[config.mk]
export PLATFORM = sky130hd
export DESIGN_NAME = up_mem_initiator
export DESIGN_NICKNAME = d
export VERILOG_FILES = /design/src/rtl/up_mem_initiator.sv
export SDC_FILE = /design/constraint.sdc
export NUM_CORES = 1
export LEC_CHECK = 0
export CAP_MARGIN = 20
export CORE_UTILIZATION = 39
export DETAILED_ROUTE_END_ITERATION = 6
export PLACE_DENSITY = 0.76
export SYNTH_ARGS = -nofsm -noshare
export SYNTH_HDL_FRONTEND = slang
export SYNTH_SLANG_ARGS = --single-unit
[constraint.sdc]
create_clock -name clk -period 1.8 [get_ports clk]
set_input_delay 0.27 -clock clk [delete_from_list [all_inputs] [get_ports clk]]
set_output_delay 0.27 -clock clk [all_outputs]
set_load 0.05 [all_outputs]
[src/rtl/up_mem_initiator.sv]
// up_mem_initiator: arbitrates fetch and data requesters onto the
// 8-bit up memory bus, one transaction at a time, with read timeout.
module up_mem_initiator #(
  parameter int unsigned TIMEOUT  = 8,
  parameter logic [7:0]  ERR_DATA = 8'hFF
) (
  input  logic       clk,
  input  logic       nRst,
  output logic [7:0] mem_address,
  output logic [7:0] mem_in,
  output logic       mem_we,
  input  logic [7:0] mem_out,
  input  logic       mem_re,
  input  logic       f_req,
  input  logic [7:0] f_addr,
  output logic       f_ack,
  output logic [7:0] f_data,
  input  logic       d_req,
  input  logic       d_we,
  input  logic [7:0] d_addr,
  input  logic [7:0] d_wdata,
  output logic       d_ack,
  output logic [7:0] d_rdata,
  output logic       err,
  output logic       busy
);

  localparam int CW =
    (TIMEOUT > 1) ? $clog2(TIMEOUT) : 1;
  localparam logic [CW-1:0] CNT_MAX =
    CW'(TIMEOUT - 1);

  typedef enum logic [1:0] {
    IDLE,
    ACCESS,
    ACK
  } state_t;

  state_t        state_q;
  logic [7:0]    addr_q;
  logic [7:0]    wdata_q;
  logic          mem_we_q;
  logic          wr_q;
  logic          gnt_d_q;
  logic          last_d_q;
  logic [CW-1:0] cnt_q;
  logic          f_ack_q;
  logic          d_ack_q;
  logic [7:0]    f_data_q;
  logic [7:0]    d_rdata_q;
  logic          err_q;
  logic          busy_q;
  logic          pick_d_d;

  // Round robin: on contention the port not granted last wins.
  assign pick_d_d = d_req & (~f_req | ~last_d_q);

  always_ff @(posedge clk) begin
    if (!nRst) begin
      state_q   <= IDLE;
      addr_q    <= '0;
      wdata_q   <= '0;
      mem_we_q  <= 1'b0;
      wr_q      <= 1'b0;
      gnt_d_q   <= 1'b0;
      last_d_q  <= 1'b0;
      cnt_q     <= '0;
      f_ack_q   <= 1'b0;
      d_ack_q   <= 1'b0;
      f_data_q  <= '0;
      d_rdata_q <= '0;
      err_q     <= 1'b0;
      busy_q    <= 1'b0;
    end else begin
      unique case (state_q)
        IDLE: begin
          if (f_req | d_req) begin
            state_q  <= ACCESS;
            busy_q   <= 1'b1;
            gnt_d_q  <= pick_d_d;
            last_d_q <= pick_d_d;
            cnt_q    <= '0;
            if (pick_d_d) begin
              addr_q   <= d_addr;
              wdata_q  <= d_wdata;
              wr_q     <= d_we;
              mem_we_q <= d_we;
            end else begin
              addr_q   <= f_addr;
              wr_q     <= 1'b0;
              mem_we_q <= 1'b0;
            end
          end
        end
        ACCESS: begin
          if (wr_q) begin
            mem_we_q <= 1'b0;
            err_q    <= 1'b0;
            d_ack_q  <= 1'b1;
            state_q  <= ACK;
          end else if (mem_re) begin
            err_q   <= 1'b0;
            state_q <= ACK;
            if (gnt_d_q) begin
              d_rdata_q <= mem_out;
              d_ack_q   <= 1'b1;
            end else begin
              f_data_q <= mem_out;
              f_ack_q  <= 1'b1;
            end
          end else if (cnt_q == CNT_MAX) begin
            err_q   <= 1'b1;
            state_q <= ACK;
            if (gnt_d_q) begin
              d_rdata_q <= ERR_DATA;
              d_ack_q   <= 1'b1;
            end else begin
              f_data_q <= ERR_DATA;
              f_ack_q  <= 1'b1;
            end
          end else begin
            cnt_q <= cnt_q + CW'(1);
          end
        end
        ACK: begin
          f_ack_q  <= 1'b0;
          d_ack_q  <= 1'b0;
          mem_we_q <= 1'b0;
          cnt_q    <= '0;
          busy_q   <= 1'b0;
          state_q  <= IDLE;
        end
        default: begin
          state_q <= IDLE;
          busy_q  <= 1'b0;
        end
      endcase
    end
  end

  assign mem_address = addr_q;
  assign mem_in      = wdata_q;
  assign mem_we      = mem_we_q;
  assign f_ack       = f_ack_q;
  assign f_data      = f_data_q;
  assign d_ack       = d_ack_q;
  assign d_rdata     = d_rdata_q;
  assign err         = err_q;
  assign busy        = busy_q;

endmodule

Word-level counts from Yosys, hierarchy flattened
Index checks and enable logic that the tools add are counted.
{ "totals": {"register_bits": 44, "latchBits": 0, "ram_bits": 0, "romBits": 0, "input_bits": 38, "out_inout_bits": 37, "elab_cells": 85, "n_memories": 0} }
{ "op_classes": {"n_addsub": 1, "mul": 0, "div_mod_pow": 0, "magnitude_cmp": 0, "n_eq_ne": 10, "shifts": 0, "muxes": 38, "bitwise": 7, "reduce_logical": 16} }
{ "op_table": {"columns": ["cell", "n"], "rows": [
  ["$mux 8", 9],
  ["$mux 1", 15],
  ["$mux 3", 4],
  ["$ne 2x2->1 const B", 5],
  ["$reduce_and 2->1", 5],
  ["$pmux 3 s3", 1],
  ["$reduce_and 3->1", 3],
  ["$mux 2", 4],
  ["$reduce_and 4->1", 2],
  ["$pmux 1 s2", 3],
  ["$reduce_bool 3->1", 2],
  ["$reduce_and 5->1", 1],
  ["$ne 4x4->1 const B", 1],
  ["$not 1->1", 4],
  ["$pmux 2 s2", 1],
  ["$reduce_bool 2->1", 2],
  ["$add 3x1->3 const B", 1],
  ["$eq 3x3->1 const B", 1],
  ["$ne 3x3->1 const B", 1],
  ["$pmux 1 s3", 1],
  ["$eq 2x1->1 const B", 1],
  ["$eq 2x2->1 const B", 1],
  ["$logic_not 2->1", 1],
  ["$or 1x1->1", 2],
  ["$and 1x1->1", 1]
]} }

Depth between registers and ports, before layout
Gate-level depths: netlist of the first run.
{ "depth": {"ltp_word": 6, "depth_mapped": 7} }

Worst setup path after synthesis of the first run
Ideal clock, no wire load.
{ "synth_path": {"path_type": "reg2reg", "startpoint": "reg cnt_q[0]", "endpoint": "reg cnt_q[0]", "setup_time_ns": 0.072, "t_arrival_ns": 1.618, "slack_ns": 0.110, "stages_incl_launch_ff": 6, "n_path_buf": 0, "synth_period_minus_slack_ns": 1.690, "cell_sequence": "dfxtp_1 ha_1 ha_1 or3_1 a221oi_2 mux2i_1"} }
{ "synth_via": {"elab_chain_len": 5, "elab_cells_between_ends": 8} }
{ "synth_lines": {"columns": ["element", "line", "rtl"], "rows": [
  ["start: declaration", "46", "logic [CW-1:0] cnt_q;"],
  ["start signal: assignment", "122", "cnt_q <= cnt_q + CW'(1);"],
  ["$add 3x1->3", "122", null],
  ["$mux 3", "111", "end else if (cnt_q == CNT_MAX) begin"],
  ["$mux 3", "101", "end else if (mem_re) begin"],
  ["$mux 3", "96", "if (wr_q) begin"],
  ["$pmux 3 s3", "75", "unique case (state_q)"]
]} }
Parallel ways exist; a longest one is shown, timed or not. The select of a mux whose other input is x is not followed.
A chain may end at the register's enable or synchronous reset.

Final worst setup path of the first run
{ "layout_path": {"startpoint": "reg err_q (netlist: err)", "endpoint": "out err"} }
{ "layout_rtl": {"columns": ["element", "line", "rtl"], "rows": [
  ["start: declaration", "51", "logic err_q;"],
  ["start signal: assignment", "72", "err_q <= 1'b0;"],
  ["start signal: assignment", "98", "err_q <= 1'b0;"],
  ["start signal: assignment", "102", "err_q <= 1'b0;"],
  ["end: declaration", "24", "output logic err,"]
]} }
No word-level cell between the ends.

==> results.json, run 1 <==
{
  "status": "complete, no violations",
  "initial_core_util_pct": 42.0,
  "postCtsSetupBuffers": 0,
  "antennaDiodeCount": 0,
  "drc_errors": 0,
  "die_area_sq_mm": 0.00514,
  "synth_most_common_cell": "dfxtp_1",
  "detail_route.first_pass.iterations": 4,
  "hpwlAfterDp_um": 3000,
  "fin_skew_ns": 0.00724,
  "hold_path_class": "reg -> reg",
  "routed_wl_um": 4160,
  "ant_nets": 0,
  "cts_htree_levels": 2,
  "grt_pass1_wl_um": 7100,
  "r2r_setup_slack_ns": 0.09,
  "slowest_stage": "clkdlybuf4s50_1",
  "io_pins": 75,
  "whs_ns": 0.469,
  "grtUsageTotal_pct": 17.6,
  "maxSlewViolCount": 0,
  "syn_area_sq_mm": 0.00189,
  "path_max_fanout": 2,
  "fmax_ghz": 0.577,
  "peakVddDrop_v": 0.000544,
  "gr-total-overflow": 0,
  "viasPerCell": 5.23,
  "yosys_warnings": 0,
  "cts_tree": "done",
  "synthToLayoutAreaGrowth_pct": 49.2,
  "synthArstFlopShare_pct": 0,
  "setup_tns_ns": 0,
  "crit_chain": "clkdlybuf4s50_1",
  "vias": 1637,
  "powerDensity_mw_per_mm2": 962,
  "period_needed_ns": 1.73,
  "drt_iter0_markers": 71,
  "portBuffers": 74,
  "cp_slowest_stage_delay_ns": 0.81,
  "p_leak_uw": 0.00115,
  "clk_path_buf_depth": 2,
  "gp_congestion": 0.789,
  "synth_top_cell_area_share_pct": 46.5,
  "yosys.area.top_type": "dfxtp_1",
  "grt_pass1_vias": 1572,
  "numCtsBuffers": 5,
  "synth_cell_types": 31,
  "clk_pin_slew_ns": 0.08,
  "crit_path_start_kind": "flip-flop",
  "root_buffer": "clkbuf_8",
  "drive_above_1_share_pct": 16.1,
  "dieWidth_um": 71.7,
  "synthFlopType": "dfxtp_1",
  "synth_area_leaders": "dfxtp_1 (47%), o221a_2 (11%), mux2i_1 (7.4%)",
  "ys_top_cells_by_count": "dfxtp_1 (44), o221a_2 (18), mux2i_1 (14)",
  "rows": 24,
  "die_height_um": 71.7,
  "synth_fp_nets": 227,
  "finalSetupViolCount": 0,
  "seq_area_frac_synth_pct": 46.5,
  "critical_path_required_ns": 1.53,
  "final_nets": 305,
  "slew_headroom_pct": 66.2,
  "hold_viol_final": 0,
  "path_delay_family": "buffers and inverters",
  "core_area_sq_mm": 0.00450,
  "synth-edff-count": 0,
  "crit_path_end_kind": "output pin",
  "cts.sinks": 44,
  "cap_violations": 0,
  "path_buf_inv": 1,
  "rsz0062_at_grt": "no",
  "fin_crit_sh_pct": 96.3,
  "worstPathArrival_ns": 1.46,
  "grt_max_degree": 50,
  "clock_latency_ns": 0.30,
  "synthCells": 182,
  "post_drt_wl_per_cell_um": 13.3,
  "syn_avg_cell_area_sq_um": 10.4,
  "ys_seq_elements": 44,
  "tightestPinTransition_ns": 0.505,
  "critPathKind": "reg -> out",
  "antenna_found_initial": 0
}
path summary, 6_finish.rpt:
path,startpoint,end,cells after the start
max,err$_SDFFE_PN0P_,err,1
min,mem_we$_SDFFE_PN0P_,mem_we$_SDFFE_PN0P_,2
max reg2reg,cnt_q[0]$_SDFFE_PN0P_,cnt_q[0]$_SDFFE_PN0P_,6
min reg2reg,mem_we$_SDFFE_PN0P_,mem_we$_SDFFE_PN0P_,2
kinds of logic after synthesis:
kind of cell	synth area share (%)
AND/OR/NAND/NOR	11.0
flip-flops	46.5
multiplexers	7.40
AO/OA/AOI/OAI	27.0
adder cells (fa/ha/maj)	4.63
buffers and inverters	3.37
registers in the layout, indices dropped and copies added, names as in the netlist:
| signal | cells |
|---|---|
| d_rdata | 8 |
| f_data | 8 |
| mem_address | 8 |
| mem_in | 8 |
| cnt_q | 3 |
| state_q | 2 |
| busy | 1 |
| d_ack | 1 |
| err | 1 |
| f_ack | 1 |
| last_d_q | 1 |
| mem_we | 1 |
| wr_q | 1 |
per-layer routing:
layer / global-route usage, % / routed length (um)
met1: 21.8 / 1990
met2: 27.6 / 1790
met5: 0 / 0
met3: 6.47 / 310
met4: 7.19 / 68
metrics by stage:
| stage | instances | instance area [sq um] | total power [uW] | utilization, % | setup slack (ns) |
|---|---|---|---|---|---|
| global placement | 305 | 2730 | 2110 | 60.7 | 0.0846 |
| floorplan | 182 | 1890 | 1770 | - | 0.110 |
| global route | 313 | 2830 | 2860 | 62.7 | 0.000659 |
| finish | 313 | 2830 | 2720 | 62.7 | 0.0665 |
| detailed placement | 305 | 2730 | 2120 | 60.7 | 0.0380 |
| CTS | 313 | 2830 | 2740 | 62.7 | 0.0529 |
area by class of cell:
| class | instances | area, sq um |
|---|---|---|
| clock buffers | 5 | 68.8 |
| clock inverters | 3 | 23.8 |
| fillers | 400 | 1680 |
| inverters | 2 | 7.51 |
| multi-input cells | 122 | 948 |
| flip-flops and latches | 44 | 881 |
| well taps | 52 | 65.1 |
| repair buffers | 85 | 831 |
report_power, final:
group          total [uW]  internal (uW)  switching, uW
registers            1130           1080           59.5
logic                 962            402            560
clock network         623            275            348
layout by cell type (no fill, tap or decap), types with 2 or more instances in the layout:
| cell | count |
|---|---|
| clkbuf_8 | 5 |
| mux2i_1 | 14 |
| o21ai_0 | 10 |
| a21oi_1 | 11 |
| nor2_1 | 5 |
| o21a_1 | 9 |
| dfxtp_1 | 44 |
| clkinvlp_4 | 2 |
| clkdlybuf4s50_1 | 72 |
| and3_1 | 8 |
| buf_4 | 12 |
| and3b_1 | 2 |
| ha_1 | 7 |
| nand3_1 | 5 |
| nand2_1 | 8 |
| o221a_2 | 18 |
| inv_1 | 2 |
| a21boi_0 | 9 |
| o211a_1 | 2 |
repair_timing:
item                       4_1_cts  5_1_grt
hold buffers                     0        0
setup endpoints to repair        0        2
resized for setup                0        0
Power figures use the tool's default switching activity.
==> inputs of run 2 (changes only) <==
--- a/config.mk
+++ b/config.mk
@@ -5,7 +5,6 @@
 export SDC_FILE = /design/constraint.sdc
 export NUM_CORES = 1
 export LEC_CHECK = 0
-export CAP_MARGIN = 20
 export CORE_UTILIZATION = 39
 export DETAILED_ROUTE_END_ITERATION = 6
 export PLACE_DENSITY = 0.76
==> results of run 2 <==
Final layout, timing and power as in run 1 (identical DEF).
==> inputs of run 3 (changes only) <==
--- a/config.mk
+++ b/config.mk
@@ -8,6 +8,7 @@
 export CORE_UTILIZATION = 39
 export DETAILED_ROUTE_END_ITERATION = 6
 export PLACE_DENSITY = 0.76
+export SETUP_SLACK_MARGIN = 0.02
 export SYNTH_ARGS = -nofsm -noshare
 export SYNTH_HDL_FRONTEND = slang
 export SYNTH_SLANG_ARGS = --single-unit
==> run 3 against run 2 <==
  * Core utilization up 0.19 points
  * Sequential share of layout area down 0.052 points
  * First-iteration DRC count up 1.4%
  * Clock skew up 0.0015 ns
  * Critical endpoint is now d_rdata[0]
==> results.json, run 3 (synthesis gave the netlist of run 1 again) <==
{
  "status": "complete, no violations",
  "clock_latency_ns": 0.30,
  "postCtsSetupBuffers": 0,
  "vias": 1641,
  "crit_path_end_kind": "output pin",
  "numCtsBuffers": 5,
  "slowest_stage": "clkdlybuf4s50_1",
  "crit_chain": "clkdlybuf4s50_1",
  "dieWidth_um": 71.7,
  "gr-total-overflow": 0,
  "gp_congestion": 0.789,
  "placed_area_sq_mm": 0.00273,
  "hold_path_class": "reg -> reg",
  "clk_path_buf_depth": 2,
  "p_leak_uw": 0.00118,
  "p_switching_uw": 969,
  "pre_cts_ws_ns": 0.0380,
  "fmax_ghz": 0.577,
  "routed_wl_um": 4190,
  "cap_violations": 0,
  "die_area_sq_mm": 0.00514,
  "critical_path_required_ns": 1.53,
  "crit_path_start_kind": "flip-flop",
  "fin_skew_ns": 0.00873,
  "rsz0062_at_grt": "yes",
  "layout_common_cells": "clkdlybuf4s50_1 (70), dfxtp_1 (43), o221a_2 (18), mux2i_1 (14), buf_4 (12)",
  "worstPathArrival_ns": 1.46,
  "cp_slowest_stage_delay_ns": 0.81,
  "path_max_fanout": 2,
  "slew_headroom_pct": 66.2,
  "tightestPinTransition_ns": 0.506,
  "drt_iter0_markers": 72,
  "viasPerCell": 5.24,
  "post_drt_wl_per_cell_um": 13.4,
  "final_area_sq_mm": 0.00283,
  "period_needed_ns": 1.73,
  "final_common_cell": "clkdlybuf4s50_1",
  "portBuffers": 74,
  "finalSetupViolCount": 0,
  "pwr-share-comb_pct": 35.4,
  "drive_above_1_share_pct": 16.9,
  "grt_max_degree": 50,
  "fin_crit_sh_pct": 96.3,
  "hold_viol_final": 0,
  "path_buf_inv": 1,
  "root_buffer": "clkbuf_8",
  "ant_nets": 0,
  "antenna_found_initial": 0,
  "grt_pass1_vias": 1572,
  "maxSlewViolCount": 0,
  "core_area_sq_mm": 0.00450,
  "io_pins": 75,
  "cts.sinks": 44,
  "synthToLayoutAreaGrowth_pct": 49.7,
  "seq_power_share_pct": 41.7,
  "die_height_um": 71.7,
  "swShare_pct": 35.6,
  "rows": 24,
  "cts_hold_buf": 0,
  "detail_route.first_pass.iterations": 4,
  "final_nets": 305,
  "cts_htree_levels": 2,
  "critPathKind": "reg -> out",
  "path_delay_family": "buffers and inverters",
  "internal_power_uw": 1750,
  "setup_slack_ns": 0.0669,
  "clk_pin_slew_ns": 0.09,
  "initial_core_util_pct": 42.0,
  "whs_ns": 0.468,
  "drc_errors": 0,
  "hpwlAfterDp_um": 3000,
  "nFillCells": 398,
  "grtUsageTotal_pct": 17.6,
  "antennaDiodeCount": 0,
  "powerDensity_mw_per_mm2": 961,
  "final_core_util_pct": 62.9,
  "cts_tree": "done",
  "setup_tns_ns": 0,
  "peakVddDrop_v": 0.000545,
  "grt_pass1_wl_um": 7100,
  "p_clk_share_pct": 22.9
}
## run 3: changes by cell type in the layout (fill, tap and decap cells not counted), sizes merged
| cell | previous run | this run |
|---|---|---|
| clkdlybuf4s50 | 72 | 70 |
| dlymetal6s2s | 0 | 2 |
## run 3: power by group through the flow
stage / clock (uW) / sequential [uW] / combinational [uW]
after floorplan: 0 / 1450 / 322
after global placement: 0 / 1150 / 960
after detailed placement: 0 / 1160 / 964
after CTS: 637 / 1140 / 967
after global routing: 685 / 1150 / 1030
final: 624 / 1140 / 963
## run 3: per-layer routing
layer / global-route usage [%] / vias up / part of all wire [%]
li1: - / 834 / -
met1: 21.8 / 742 / 48
met2: 27.6 / 58 / 43
met3: 6.47 / 7 / 7.8
met4: 7.19 / 0 / 1.6
met5: 0 / - / 0
## run 3: final cells by class
class                   instances  area [sq um]  area share, %
repair buffers                 85           836           29.5
multi-input cells             122           951           33.6
well taps                      52          65.1           2.30
flip-flops and latches         44           882           31.1
clock inverters                 3          23.8          0.839
inverters                       2          7.51          0.265
clock buffers                   5          68.8           2.43
## run 3: worst paths after layout
check	slack [ns]	endpoint	from	cells after the start
setup / recovery	0.07	d_rdata[0]	d_rdata[0]$_SDFFE_PN0P_	1
hold / removal	0.47	cnt_q[1]$_SDFFE_PN0P_	cnt_q[1]$_SDFFE_PN0P_	2
setup reg to reg	0.09	cnt_q[0]$_SDFFE_PN0P_	cnt_q[0]$_SDFFE_PN0P_	6
hold reg to reg	0.47	cnt_q[1]$_SDFFE_PN0P_	cnt_q[1]$_SDFFE_PN0P_	2
## run 3: per-stage QoR
step / cells / power (uW)
global route: 313 / 2870
floorplan: 182 / 1770
global placement: 305 / 2110
finish: 313 / 2720
CTS: 313 / 2740
detailed placement: 305 / 2120
## run 3: what timing repair did
action / CTS / global route
hold endpoints to repair: 0 / 0
endpoints found under the setup margin: 0 / 12
resized for setup: 0 / 4
## run 3: tightest hold or removal path, cell delays in order (launching register included)
cell	delay, ns
dfxtp_1	0.32
nand2_1	0.06
mux2i_1	0.05
